File: src/rtl/mdio_pkg.sv
// Shared MDIO constants and FSM state encoding.
// The peripheral side of the link uses the same definitions.
package mdio_pkg;

    localparam logic [1:0] ST_CODE  = 2'b01;
    localparam logic [1:0] OP_WRITE = 2'b01;
    localparam logic [1:0] OP_READ  = 2'b10;

    localparam int FRAME_BITS   = 32;
    localparam int READ_OE_BITS = 14;
    localparam int DATA_BITS    = 16;

    typedef enum logic [1:0] {
        IDLE      = 2'd0,
        SHIFT_OUT = 2'd1,
        READ_IN   = 2'd2,
        DONE      = 2'd3
    } mdio_state_e;

endpackage

File: src/rtl/mdio_controller.sv
// MDIO station-management controller: shifts a 32-bit frame out on MDIO with MDC = CLK/2,
// and for read frames releases the line after REGAD and captures 16 data bits from MDIO_IN.
module mdio_controller
    import mdio_pkg::*;
(
    input  logic        CLK,
    input  logic        RESET,
    input  logic        MDIO_START,
    input  logic [31:0] T_DATA,
    input  logic        MDIO_IN,
    output logic        MDC,
    output logic        MDIO_OUT,
    output logic        MDIO_OE,
    output logic        MDIO_DONE,
    output logic        DATA_RDY,
    output logic [15:0] RD_DATA,
    output mdio_state_e DBG_STATE
);

    // Handshake: MDIO_START is a single-cycle request, accepted only when the FSM
    // can take a new frame; MDIO_DONE is the one-cycle completion strobe.

    localparam logic [4:0] LAST_BIT      = 5'(FRAME_BITS - 1);
    localparam logic [4:0] LAST_DRIVEN_R = 5'(READ_OE_BITS - 1);
    localparam logic [4:0] FIRST_CAP_BIT = 5'(FRAME_BITS - DATA_BITS);

    mdio_state_e state, state_d;
    logic [4:0]  bit_cnt, bit_cnt_d;
    logic [31:0] sreg, sreg_d;
    logic [15:0] cap, cap_d;
    logic [15:0] rd_q, rd_d;
    logic        is_read, is_read_d;
    logic        mdc_q, mdc_d;
    logic        out_q, out_d;
    logic        oe_q, oe_d;

    always_ff @(posedge CLK or posedge RESET) begin
        if (RESET) begin
            state   <= IDLE;
            bit_cnt <= '0;
            sreg    <= '0;
            cap     <= '0;
            rd_q    <= '0;
            is_read <= 1'b0;
            mdc_q   <= 1'b0;
            out_q   <= 1'b0;
            oe_q    <= 1'b0;
        end else begin
            state   <= state_d;
            bit_cnt <= bit_cnt_d;
            sreg    <= sreg_d;
            cap     <= cap_d;
            rd_q    <= rd_d;
            is_read <= is_read_d;
            mdc_q   <= mdc_d;
            out_q   <= out_d;
            oe_q    <= oe_d;
        end
    end

    always_comb begin
        state_d   = state;
        bit_cnt_d = bit_cnt;
        sreg_d    = sreg;
        cap_d     = cap;
        rd_d      = rd_q;
        is_read_d = is_read;
        mdc_d     = mdc_q;
        out_d     = out_q;
        oe_d      = oe_q;
        case (state)
            IDLE, DONE: begin
                mdc_d = 1'b0;
                out_d = 1'b0;
                oe_d  = 1'b0;
                if (state == DONE) state_d = IDLE;
                // DONE's exit edge doubles as the first IDLE sample so frames can run back-to-back.
                if (MDIO_START) begin
                    state_d   = SHIFT_OUT;
                    sreg_d    = T_DATA;
                    bit_cnt_d = '0;
                    is_read_d = (T_DATA[29:28] == OP_READ);
                    out_d     = T_DATA[31];
                    oe_d      = 1'b1;
                end
            end
            SHIFT_OUT, READ_IN: begin
                if (!mdc_q) begin
                    mdc_d = 1'b1;
                    if (state == READ_IN && bit_cnt >= FIRST_CAP_BIT)
                        cap_d = {cap[14:0], MDIO_IN};
                end else begin
                    mdc_d = 1'b0;
                    if (bit_cnt == LAST_BIT) begin
                        state_d = DONE;
                        out_d   = 1'b0;
                        oe_d    = 1'b0;
                        if (is_read) rd_d = cap;
                    end else begin
                        bit_cnt_d = bit_cnt + 5'd1;
                        sreg_d    = sreg << 1;
                        if (state == SHIFT_OUT && is_read && bit_cnt == LAST_DRIVEN_R) begin
                            state_d = READ_IN;
                            out_d   = 1'b0;
                            oe_d    = 1'b0;
                        end else if (state == SHIFT_OUT) begin
                            out_d = sreg[30];
                        end
                    end
                end
            end
            default: state_d = IDLE;
        endcase
    end

    assign MDC       = mdc_q;
    assign MDIO_OUT  = out_q;
    assign MDIO_OE   = oe_q;
    assign MDIO_DONE = (state == DONE);
    assign DATA_RDY  = (state == DONE) && is_read;
    assign RD_DATA   = rd_q;
    assign DBG_STATE = state;

endmodule

File: config.mk
export PLATFORM = sky130hd
export DESIGN_NAME = mdio_controller
export DESIGN_NICKNAME = d
export VERILOG_FILES = /design/src/rtl/mdio_pkg.sv /design/src/rtl/mdio_controller.sv
export SDC_FILE = /design/constraint.sdc
export NUM_CORES = 1
export LEC_CHECK = 0
export CAP_MARGIN = 20
export CELL_PAD_IN_SITES_DETAIL_PLACEMENT = 1
export CELL_PAD_IN_SITES_GLOBAL_PLACEMENT = 1
export CORE_ASPECT_RATIO = 0.6
export CORE_MARGIN = 2
export CORE_UTILIZATION = 25
export DETAILED_ROUTE_END_ITERATION = 6
export PLACE_DENSITY_LB_ADDON = 0.1
export SETUP_SLACK_MARGIN = 0.5
export SLEW_MARGIN = 20
export SYNTH_ARGS = -nofsm -noshare
export SYNTH_HDL_FRONTEND = slang
export SYNTH_SLANG_ARGS = --single-unit
File: constraint.sdc
create_clock -name CLK -period 4.4 [get_ports CLK]
set_clock_uncertainty 0.05 [all_clocks]
set_input_delay 0.44 -clock CLK [delete_from_list [all_inputs] [get_ports CLK]]
set_output_delay 0.44 -clock CLK [all_outputs]
set_load 0.02 [all_outputs]
==> qor.tcl <==
set qor(hold_path.class) {reg -> reg}
set qor(hpwlAfterDp_um) 5360
set qor(vdd_drop_max_v) 0.000194
set qor(grt_pass1_wl_um) 14000
set qor(synth_async_sr_flop_share_pct) 100
set qor(vias) 2309
set qor(synth_nets) 314
set qor(ys_seq_area_share_pct) 56.4
set qor(cts.repair_timing.setup_buffer_count) 0
set qor(end_kind) {flip-flop}
set qor(whs_ns) 0.450
set qor(maxSlewHeadroom_pct) 48.4
set qor(globalplace.congestion) 0.695
set qor(grt_remaining_overflow) 0
set qor(die-width_um) 152
set qor(cts_hold_repair.buffers) 0
set qor(final_antenna_net_count) 0
set qor(worstSetupStartpointType) {flip-flop}
set qor(io-pin-count) 59
set qor(totalNegativeSetupSlack_ns) 0
set qor(cts.htree.levels) 3
set qor(timing.critical_path.fanout_max) 25
set qor(yosysWarningCount) 0
set qor(setup_viol) 0
set qor(post-route-min-period_ns) 2.92
set qor(post-route-period-util_pct) 66.3
set qor(cts_bufs_inserted) 9
set qor(post_cts.resized_instances) 0
set qor(clock_sink_count) 74
set qor(initial_utilization_pct) 25.6
set qor(final_core_utilization_pct) 33.8
set qor(required_ns) 4.57
set qor(dieArea_um2) 14100
set qor(drive_gt1_share_pct) 17.2
set qor(fmax_ghz) 0.343
set qor(critical_path_arrival_ns) 3.09
set qor(die_height_um) 92.8
set qor(outcome) {finished clean}
set qor(antenna_violations_before_repair) 0
set qor(finalNetCount) 369
set qor(number_of_register_bits_inferred_by_synthesis) 74
set qor(num-fill-cells) 1375
set qor(final-hold-violation-count) 0
set qor(clock_tree_from_tritoncts) {done}
set qor(rows) 32
set qor(cts-root-to-sink-buffers) 2
set qor(reg2reg_depth) 6
set qor(path_class) {reg -> reg}
set qor(drt-initial-drc-count) 88
set qor(area_delta_synth_final_pct) 32.4
set qor(clk_latency_ns) 0.33
set qor(port_buffers) 58
set qor(post_synthesis_area_per_instance_um2) 12.1
set qor(core-area_um2) 12900
set qor(first_global_vias) 2549
set qor(drt_pre_antenna_iters) 4
set qor(root_buffer) {clkbuf_16}
set qor(final_critical_path_setup_slack_ns) 1.48
set qor(postSynth.topFlopCell) {dfrtp_1}
set qor(worst_pin_slew_ns) 0.775
set qor(maximum_number_of_pins_on_one_net_before_global_route_repair) 42
set qor(routedWlPerCell_um) 16.1
set qor(power.density_cell_area_nw_per_um2) 640
set qor(maxCapViolations) 0
set qor(synth_edf_count) 0
set qor(worst_setup_hold_path_clk_slew_ns) 0.06
set qor(ys_types) 31
set qor(grt_setup_unrepaired) {no}
set qor(syn-cell-area_um2) 3290
set qor(preCtsSetupSlack_ns) 1.44
set qor(min_path_cells) 2
set qor(post_synth_inst_count) 272
set qor(slew_viols_final) 0
set qor(static-leakage-power_nw) 1.88
set qor(grt_use_total_pct) 12.6
set qor(route.detailed.drc) 0
set qor(routed_via_density) 4.60
set qor(antenna_cells) 0
set qor(total_detailed_routing_wirelength_um) 8080
## area by class of cell
cell class	instances	area, um^2	area share [%]
Sequential cell	74	1850	42.6
Multi-Input combinational cell	172	1310	30.2
Timing Repair Buffer	63	618	14.2
Clock buffer	10	239	5.49
Tap cell	170	213	4.89
Clock inverter	6	88.8	2.04
Inverter	7	26.3	0.604
## worst max-delay path, cell delays in order, from the launching register on
cell     delay, ns
dfrtp_1       0.44
inv_1         0.08
ha_2          0.74
buf_4         0.42
inv_1         0.21
nand4_2       0.42
mux2_2        0.39
## per-stage QoR
step | power (mW) | cell area (um^2) | instances
floorplan | 1.70 | 3290 | 272
global placement | 1.99 | 4020 | 486
detailed placement | 2.01 | 4020 | 486
CTS | 2.84 | 4350 | 502
global route | 3.01 | 4350 | 502
finish | 2.78 | 4350 | 502
## cell families (layout without fill, tap and decap cells)
family	count (synthesis)	count (layout)	synth area share, %
DFF	74	74	56.4
adders and majority gates	6	6	2.28
muxes	62	62	20.1
buffers and inverters	26	86	3.85
AOI/OAI and AO/OA	47	47	8.23
and+or+nand+nor	57	57	9.18
## final timing paths
check                                         startpoint                      to  slack, ns
min in group asynchronous                          RESET     cap[13]$_DFFE_PP0P_       0.51
worst max-delay path            DBG_STATE[0]$_DFFE_PP0P_  RD_DATA[3]$_DFFE_PP0P_       1.48
worst max register to register  DBG_STATE[0]$_DFFE_PP0P_  RD_DATA[3]$_DFFE_PP0P_       1.48
worst min register to register      sreg[13]$_DFFE_PP0P_    sreg[13]$_DFFE_PP0P_       0.45
max in group asynchronous                          RESET    sreg[10]$_DFFE_PP0P_       2.76
worst min-delay path                sreg[13]$_DFFE_PP0P_    sreg[13]$_DFFE_PP0P_       0.45
## flip-flops by register name, summed over array words and instances, names as in the netlist
| register | cells |
|---|---|
| is_read | 1 |
| MDIO_OE | 1 |
| DBG_STATE | 2 |
| sreg | 31 |
| MDIO_OUT | 1 |
| cap | 16 |
| bit_cnt | 5 |
| RD_DATA | 16 |
| MDC | 1 |
## synthesized netlist by cell type (all sizes together) (3+ instances only)
cell type,n,area [um^2]
buf,9,62.6
clkbuf,10,37.5
nor2,5,18.8
mux2,32,360
nor3,3,15.0
dfrtp,74,1850
inv,7,26.3
mux2i,30,300
o211ai,3,22.5
nand2,6,22.5
nand3,32,160
ha,6,75.1
o21ai,33,165
## cell usage in the layout (no fill, tap or decap), drive strengths merged, types with 5 or more instances in the layout
master / instances
nor2: 5
inv: 8
clkdlybuf4s50: 58
buf: 5
clkbuf: 10
ha: 6
mux2: 32
nand2: 6
nand3: 32
o21ai: 33
mux2i: 30
dfrtp: 74
## layer usage
| layer | vias up | wire length, um | global-route usage, % |
|---|---|---|---|
| li1 | 1090 | - | - |
| met1 | 1179 | 4350 | 18.0 |
| met4 | 0 | 128 | 4.67 |
| met5 | - | 0 | 0 |
| met2 | 32 | 3390 | 18.1 |
| met3 | 8 | 209 | 3.65 |
## where the power goes
group	switching [mW]	internal [mW]
Combinational	0.629	0.407
Clock	0.294	0.513
Sequential	0.105	0.835
Total	1.03	1.76
Note: power is estimated with default switching activity, not from simulation.
